<file path="config.mk">
export PLATFORM = sky130hd
export DESIGN_NAME = z3_slave_engine_flat
export DESIGN_NICKNAME = d
export VERILOG_FILES = /design/src/rtl/z3_slave_engine_pkg.sv /design/src/rtl/z3_slave_engine_if.sv /design/src/rtl/z3_addr_decode.sv /design/src/rtl/z3_slave_engine.sv /design/src/flat_wrapper.sv
export SDC_FILE = /design/constraint.sdc
export NUM_CORES = 1
export LEC_CHECK = 0
export BUFFER_PORTS_ARGS = -buffer_cell sky130_fd_sc_hd__buf_2
export CAP_MARGIN = 10
export CORE_MARGIN = 1.5
export CORE_UTILIZATION = 35
export CTS_CLUSTER_SIZE = 8
export DETAILED_ROUTE_END_ITERATION = 10
export GPL_TIMING_DRIVEN = 0
export HOLD_SLACK_MARGIN = 0.05
export PLACE_DENSITY = 0.84
export SLEW_MARGIN = 20
export SYNTH_ARGS = -nofsm -noshare
export SYNTH_HDL_FRONTEND = slang
export SYNTH_SLANG_ARGS = --single-unit
</file>
<file path="constraint.sdc">
create_clock -name CLK -period 2.21 [get_ports CLK]
set_input_delay 0.1105 -clock CLK [delete_from_list [all_inputs] [get_ports CLK]]
set_output_delay 0.1105 -clock CLK [all_outputs]
set_load 0.01 [all_outputs]
</file>
<file path="src/rtl/z3_slave_engine_pkg.sv">
// rtl/z3_slave_engine_pkg.sv - shared state encodings and helpers for the Zorro III slave engine
package z3_slave_engine_pkg;

    typedef enum logic [2:0] {
        Z3_IDLE  = 3'd0,
        Z3_START = 3'd1,
        Z3_DATA  = 3'd2,
        Z3_END   = 3'd3,
        Z3_ERR   = 3'd4
    } z3_state_t;

    localparam logic [3:0] DS_NONE = 4'b1111;

    // Any strobe low counts; the whole nibble is compared, not a single bit.
    function automatic logic ds_active(input logic [3:0] ds_n);
        return ds_n != DS_NONE;
    endfunction

endpackage

</file>
<file path="src/rtl/z3_slave_engine_if.sv">
// rtl/z3_slave_engine_if.sv - Zorro III slave bus and target-select bundle
interface z3_slave_engine_if #(
    parameter int N_TGT  = 4,
    parameter int ADDR_W = 7
);
    logic                      FCS_n;
    logic                      READ;
    logic [3:0]                DS_n;
    logic                      match;
    logic                      validspace;
    logic [ADDR_W-1:0]         ADDR;
    logic [N_TGT*ADDR_W-1:0]   TGT_BASE;
    logic [N_TGT*ADDR_W-1:0]   TGT_MASK;
    logic [N_TGT-1:0]          tgt_ack;
    logic [N_TGT-1:0]          tgt_sel;
    logic                      DTACK;
    logic                      BERR;
    logic                      busy;

    modport master (
        output FCS_n, READ, DS_n, match, validspace, ADDR, TGT_BASE, TGT_MASK, tgt_ack,
        input  tgt_sel, DTACK, BERR, busy
    );

    modport slave (
        input  FCS_n, READ, DS_n, match, validspace, ADDR, TGT_BASE, TGT_MASK, tgt_ack,
        output tgt_sel, DTACK, BERR, busy
    );
endinterface

</file>
<file path="src/rtl/z3_addr_decode.sv">
// rtl/z3_addr_decode.sv - base/mask window compare with lowest-index priority select
module z3_addr_decode
    import z3_slave_engine_pkg::*;
#(
    parameter int N_TGT  = 4,
    parameter int ADDR_W = 7
) (
    input  logic [ADDR_W-1:0]       i_addr,
    input  logic [N_TGT*ADDR_W-1:0] i_base,
    input  logic [N_TGT*ADDR_W-1:0] i_mask,
    output logic [N_TGT-1:0]        o_sel,
    output logic                    o_hit
);

    // Walk from the top index down so the lowest hitting target is written last.
    always_comb begin
        o_sel = '0;
        o_hit = 1'b0;
        for (int i = N_TGT - 1; i >= 0; i--) begin
            if (((i_addr ^ i_base[i*ADDR_W +: ADDR_W]) & i_mask[i*ADDR_W +: ADDR_W]) == '0) begin
                o_sel    = '0;
                o_sel[i] = 1'b1;
                o_hit    = 1'b1;
            end
        end
    end

endmodule

</file>
<file path="src/rtl/z3_slave_engine.sv">
// rtl/z3_slave_engine.sv - Zorro III slave cycle engine; watchdog and ERR state under Z3_SLAVE_TIMEOUT_EN
module z3_slave_engine
    import z3_slave_engine_pkg::*;
#(
    parameter int N_TGT       = 4,
    parameter int ADDR_W      = 7,
    parameter int TIMEOUT_CYC = 64
) (
    input  logic             CLK,
    input  logic             RST,
    z3_slave_engine_if.slave bus
);

    z3_state_t          r_state, w_next;
    logic [N_TGT-1:0]   r_sel, w_sel_next;
    logic [N_TGT-1:0]   r_tgt_sel;
    logic               r_dtack;
    logic               r_busy;
    logic [N_TGT-1:0]   w_hit_vec;
    logic               w_hit;
    logic               w_cyc_req;
    logic               w_ack;
    logic               w_timeout;

    assign w_cyc_req = !bus.FCS_n && bus.match && bus.validspace;
    assign w_ack     = |(bus.tgt_ack & r_sel);

    z3_addr_decode #(
        .N_TGT  (N_TGT),
        .ADDR_W (ADDR_W)
    ) u_decode (
        .i_addr (bus.ADDR),
        .i_base (bus.TGT_BASE),
        .i_mask (bus.TGT_MASK),
        .o_sel  (w_hit_vec),
        .o_hit  (w_hit)
    );

`ifdef Z3_SLAVE_TIMEOUT_EN
    localparam int              CNT_W    = $clog2(TIMEOUT_CYC);
    localparam logic [CNT_W-1:0] CNT_LAST = CNT_W'(TIMEOUT_CYC - 1);

    logic [CNT_W-1:0] r_cnt;
    logic             r_berr;

    assign w_timeout = (r_cnt == CNT_LAST);

    // Saturating so a held DATA state can never wrap back below the terminal count.
    always_ff @(posedge CLK) begin
        if (RST || r_state != Z3_DATA)
            r_cnt <= '0;
        else if (r_cnt != CNT_LAST)
            r_cnt <= r_cnt + 1'b1;
    end

    always_ff @(posedge CLK) begin
        if (RST) r_berr <= 1'b0;
        else     r_berr <= (w_next == Z3_ERR);
    end

    assign bus.BERR = r_berr;
`else
    logic w_unused_cfg;
    assign w_unused_cfg = (TIMEOUT_CYC > 0);
    assign w_timeout    = 1'b0;
    assign bus.BERR     = 1'b0;
`endif

    always_comb begin
        w_next     = r_state;
        w_sel_next = r_sel;
        case (r_state)
            Z3_IDLE: begin
                w_sel_next = '0;
                if (w_cyc_req) begin
                    w_next     = Z3_START;
                    w_sel_next = w_hit ? w_hit_vec : '0;
                end
            end
            Z3_START: begin
                if (bus.FCS_n)                          w_next = Z3_IDLE;
                else if (bus.READ || ds_active(bus.DS_n)) w_next = Z3_DATA;
            end
            Z3_DATA: begin
                if (bus.FCS_n)      w_next = Z3_IDLE;
                else if (w_ack)     w_next = Z3_END;
`ifdef Z3_SLAVE_TIMEOUT_EN
                else if (w_timeout) w_next = Z3_ERR;
`endif
            end
            Z3_END: begin
                if (bus.FCS_n) w_next = Z3_IDLE;
            end
`ifdef Z3_SLAVE_TIMEOUT_EN
            Z3_ERR: begin
                if (bus.FCS_n) w_next = Z3_IDLE;
            end
`endif
            default: w_next = Z3_IDLE;
        endcase
    end

    // Outputs are registered from the next state so they line up with the state they describe.
    always_ff @(posedge CLK) begin
        if (RST) begin
            r_state   <= Z3_IDLE;
            r_sel     <= '0;
            r_tgt_sel <= '0;
            r_dtack   <= 1'b0;
            r_busy    <= 1'b0;
        end else begin
            r_state   <= w_next;
            r_sel     <= w_sel_next;
            r_tgt_sel <= (w_next == Z3_START || w_next == Z3_DATA || w_next == Z3_END) ? w_sel_next : '0;
            r_dtack   <= (w_next == Z3_END);
            r_busy    <= (w_next != Z3_IDLE);
        end
    end

    assign bus.tgt_sel = r_tgt_sel;
    assign bus.DTACK   = r_dtack;
    assign bus.busy    = r_busy;

endmodule

</file>
<file path="src/flat_wrapper.sv">
// flat-port wrapper written by rule: the top's interface ports become plain ports
module z3_slave_engine_flat import z3_slave_engine_pkg::*;
#(
    parameter int N_TGT       = 4,
    parameter int ADDR_W      = 7,
    parameter int TIMEOUT_CYC = 64
)
  (CLK, RST, bus_FCS_n, bus_READ, bus_DS_n, bus_match, bus_validspace, bus_ADDR, bus_TGT_BASE, bus_TGT_MASK, bus_tgt_ack, bus_tgt_sel, bus_DTACK, bus_BERR, bus_busy);
  z3_slave_engine_if #(.N_TGT(N_TGT), .ADDR_W(ADDR_W)) bus_i ();
  input  logic CLK;
  input  logic RST;
  input wire logic [$bits(bus_i.FCS_n)-1:0] bus_FCS_n;
  input wire logic [$bits(bus_i.READ)-1:0] bus_READ;
  input wire logic [$bits(bus_i.DS_n)-1:0] bus_DS_n;
  input wire logic [$bits(bus_i.match)-1:0] bus_match;
  input wire logic [$bits(bus_i.validspace)-1:0] bus_validspace;
  input wire logic [$bits(bus_i.ADDR)-1:0] bus_ADDR;
  input wire logic [$bits(bus_i.TGT_BASE)-1:0] bus_TGT_BASE;
  input wire logic [$bits(bus_i.TGT_MASK)-1:0] bus_TGT_MASK;
  input wire logic [$bits(bus_i.tgt_ack)-1:0] bus_tgt_ack;
  output wire logic [$bits(bus_i.tgt_sel)-1:0] bus_tgt_sel;
  output wire logic [$bits(bus_i.DTACK)-1:0] bus_DTACK;
  output wire logic [$bits(bus_i.BERR)-1:0] bus_BERR;
  output wire logic [$bits(bus_i.busy)-1:0] bus_busy;
  assign bus_i.FCS_n = bus_FCS_n;
  assign bus_i.READ = bus_READ;
  assign bus_i.DS_n = bus_DS_n;
  assign bus_i.match = bus_match;
  assign bus_i.validspace = bus_validspace;
  assign bus_i.ADDR = bus_ADDR;
  assign bus_i.TGT_BASE = bus_TGT_BASE;
  assign bus_i.TGT_MASK = bus_TGT_MASK;
  assign bus_i.tgt_ack = bus_tgt_ack;
  assign bus_tgt_sel = bus_i.tgt_sel;
  assign bus_DTACK = bus_i.DTACK;
  assign bus_BERR = bus_i.BERR;
  assign bus_busy = bus_i.busy;
  z3_slave_engine #(.N_TGT(N_TGT), .ADDR_W(ADDR_W), .TIMEOUT_CYC(TIMEOUT_CYC)) u_core (.CLK(CLK), .RST(RST), .bus(bus_i));
endmodule
</file>
==> out/results.tsv <==
metric	value	unit
outcome	finished clean	
die area	2720	sq um
CTS buffer count	3	
CTS tree	yes	
vias in the first global route	1103	
Tmin final	1.76	ns
Net Sw Power	0.166	mW
Setup Skew	0.00170	ns
count leader, synth	xor2_1	
All-Layer GR Usage	0.222	
RSZ-0062 raised after global routing	no	
HP Class	in2reg	
Buffers on Ports	82	
H-tree levels	1	
Mapped Area	847	sq um
clk root buf	clkbuf_4	
Clock transition at path regs	0.09	ns
Vias	1031	
CP startpoint kind	flip-flop	
largest net degree at the start of global routing	9	
ys flop type	dfxtp_1	
sequential power share	0.422	
number of iterations in the first detailed-routing pass	4	
Slew Limit Fails	0	
Synth Area per Inst	9.21	sq um
initial antenna violation count	0	
DR iter-0 viols	30	
total wire length	2770	microns
Required @ worst endpoint	2.43	ns
post-synth top area cell	dfxtp_1	
clk sinks	13	
Overflow after GRT	0	
Hold Slack	0.134	ns
Mapped Cells	92	
YS warnings	0	
Routed WL per cell	13.3	microns
die height	52.2	microns
top post-synthesis cells by area	dfxtp_1 31%, xor2_1 29%, a22oi_1 8.9%, a222oi_1 4.7%, nor2_1 3.5%	
Leakage Power	0.719	nW
# nets final	258	
number of routed nets with antenna violations	0	
final setup violation count	0	
Clock Path Buffers	2	
layout cell share with drive strength beyond 1	0.500	
Cell Rows	17	
I/O pins	84	
PwrDens	421	nW/um^2
peak supply drop	0.000262	V
Remaining DRCs	0	
Max Fclk	568	MHz
post-synthesis cell type count	26	
Setup TNS Final	0	ns
final worst-path cycle share	0.796	
global-route wire length before repair	4510	microns
initial core utilization	0.376	
Sw Share	0.295	
worst stage delay on the critical path	0.50	ns
sequential share of the synthesized area	0.307	
hpwl dp	2330	microns
cell-internal power	0.397	mW
Die Width	52.2	microns
vias per cell	4.96	
crit path capture type	flip-flop	
CP Data Arrival Time	1.98	ns
Layout fillers	221	
Overall Power	0.562	mW
combinational share of power	0.302	
GPL Wtd Cong	0.746	
# diodes	0	
most frequent cells after synthesis	28 x xor2_1, 13 x dfxtp_1, 10 x a22oi_1	
core box area	2250	sq um
Synth top area share	0.307	
clk_lat worst skew	0.28	ns
Clk pwr share	0.276	
Worst Path Max Fanout	5	
Layout area overhead	57.5	%
worst setup path class	reg2reg	
EDFF count, synth	0	
Post-synth ARST share	0	
Max-Cap Viols	0	
Hold Vio Cnt, Final	0	
Critical-path top delay cell	or4b_1	
Yosys reg bits	13	
cells along the critical path	and4bb_2, nand2_1, a31oi_1, or4b_1, a21oi_1	
## path summary, 6_finish.rpt
kind	startpoint	end	slack, ns	cells past startpoint
worst min register to register	u_core.r_sel[3]	u_core.r_sel[3]	0.49	2
worst max-delay path	u_core.r_state[0]	u_core.bus.tgt_sel[3]	0.45	5
worst max register to register	u_core.r_state[0]	u_core.bus.tgt_sel[3]	0.45	5
worst min-delay path	bus_FCS_n	u_core.r_state[0]	0.13	3
## cell families after synthesis
family,share of synthesized area
xor+xnor,0.290
compound gates,0.226
simple gates,0.155
flops,0.307
buf+inv,0.0177
other cells,0.00443
## flip-flops by register name, summed over array words and instances, names as in the netlist
register and cells:
u_core.bus.busy 1, u_core.bus.DTACK 1, u_core.bus.tgt_sel 4, u_core.r_sel 4
u_core.r_state 3
## per-stage QoR
stage	cells	utilization	setup slack, ns	instance area (sq um)
after floorplan	93	-	0.662	851
after global placement	203	0.575	0.529	1300
after detailed placement	203	0.575	0.462	1300
after CTS	208	0.592	0.443	1330
after global routing	208	0.592	0.305	1330
final	208	0.592	0.450	1330
## critical path, delay by kind of cell (launching register included)
kind,cells,cell delay (ns)
AOI/OAI and AO/OA,2,0.41
and+or+nand+nor,3,0.94
DFF,1,0.35
## placed cells by master (no fill, tap or decap), types with 2 or more instances in the layout
cell,n
a21oi_1,3
a222oi_1,4
a22oi_1,10
buf_2,82
clkbuf_4,3
conb_1,2
dfxtp_1,13
inv_1,2
nand2_1,3
nand3_1,2
nand4_1,2
nor2_1,8
o311a_1,2
xor2_1,28
## repair_timing
item / CTS / global route
setup buffers: 0 / 0
endpoints found under the hold margin: 1 / 0
resized for setup: 0 / 0
hold buffers: 1 / 0
## per-layer routing
metal,part of all wire,GRT usage,wire (microns)
met3,0.052,0.0314,144
met4,0.0061,0.0470,17
met2,0.55,0.441,1530
met1,0.39,0.246,1090
met5,0,0,0
## power by group through the flow
| stage | sequential [mW] | combinational [mW] | clock (mW) |
|---|---|---|---|
| global placement | 0.242 | 0.160 | 0 |
| finish | 0.237 | 0.170 | 0.155 |
| floorplan | 0.242 | 0.0711 | 0 |
| global route | 0.238 | 0.186 | 0.170 |
| CTS | 0.237 | 0.169 | 0.155 |
| detailed placement | 0.243 | 0.167 | 0 |
## cell type report
cell class	count	area (sq um)	share of cell area
Inverter	2	7.51	0.00563
Multi-Input combinational cell	77	576	0.432
Sequential cell	13	260	0.195
Clock buffer	3	22.5	0.0169
Tap cell	28	35.0	0.0263
Clock inverter	1	5.00	0.00375
Buffer	1	7.51	0.00563
Timing Repair Buffer	83	420	0.315
Note: power is estimated with default switching activity, not from simulation.
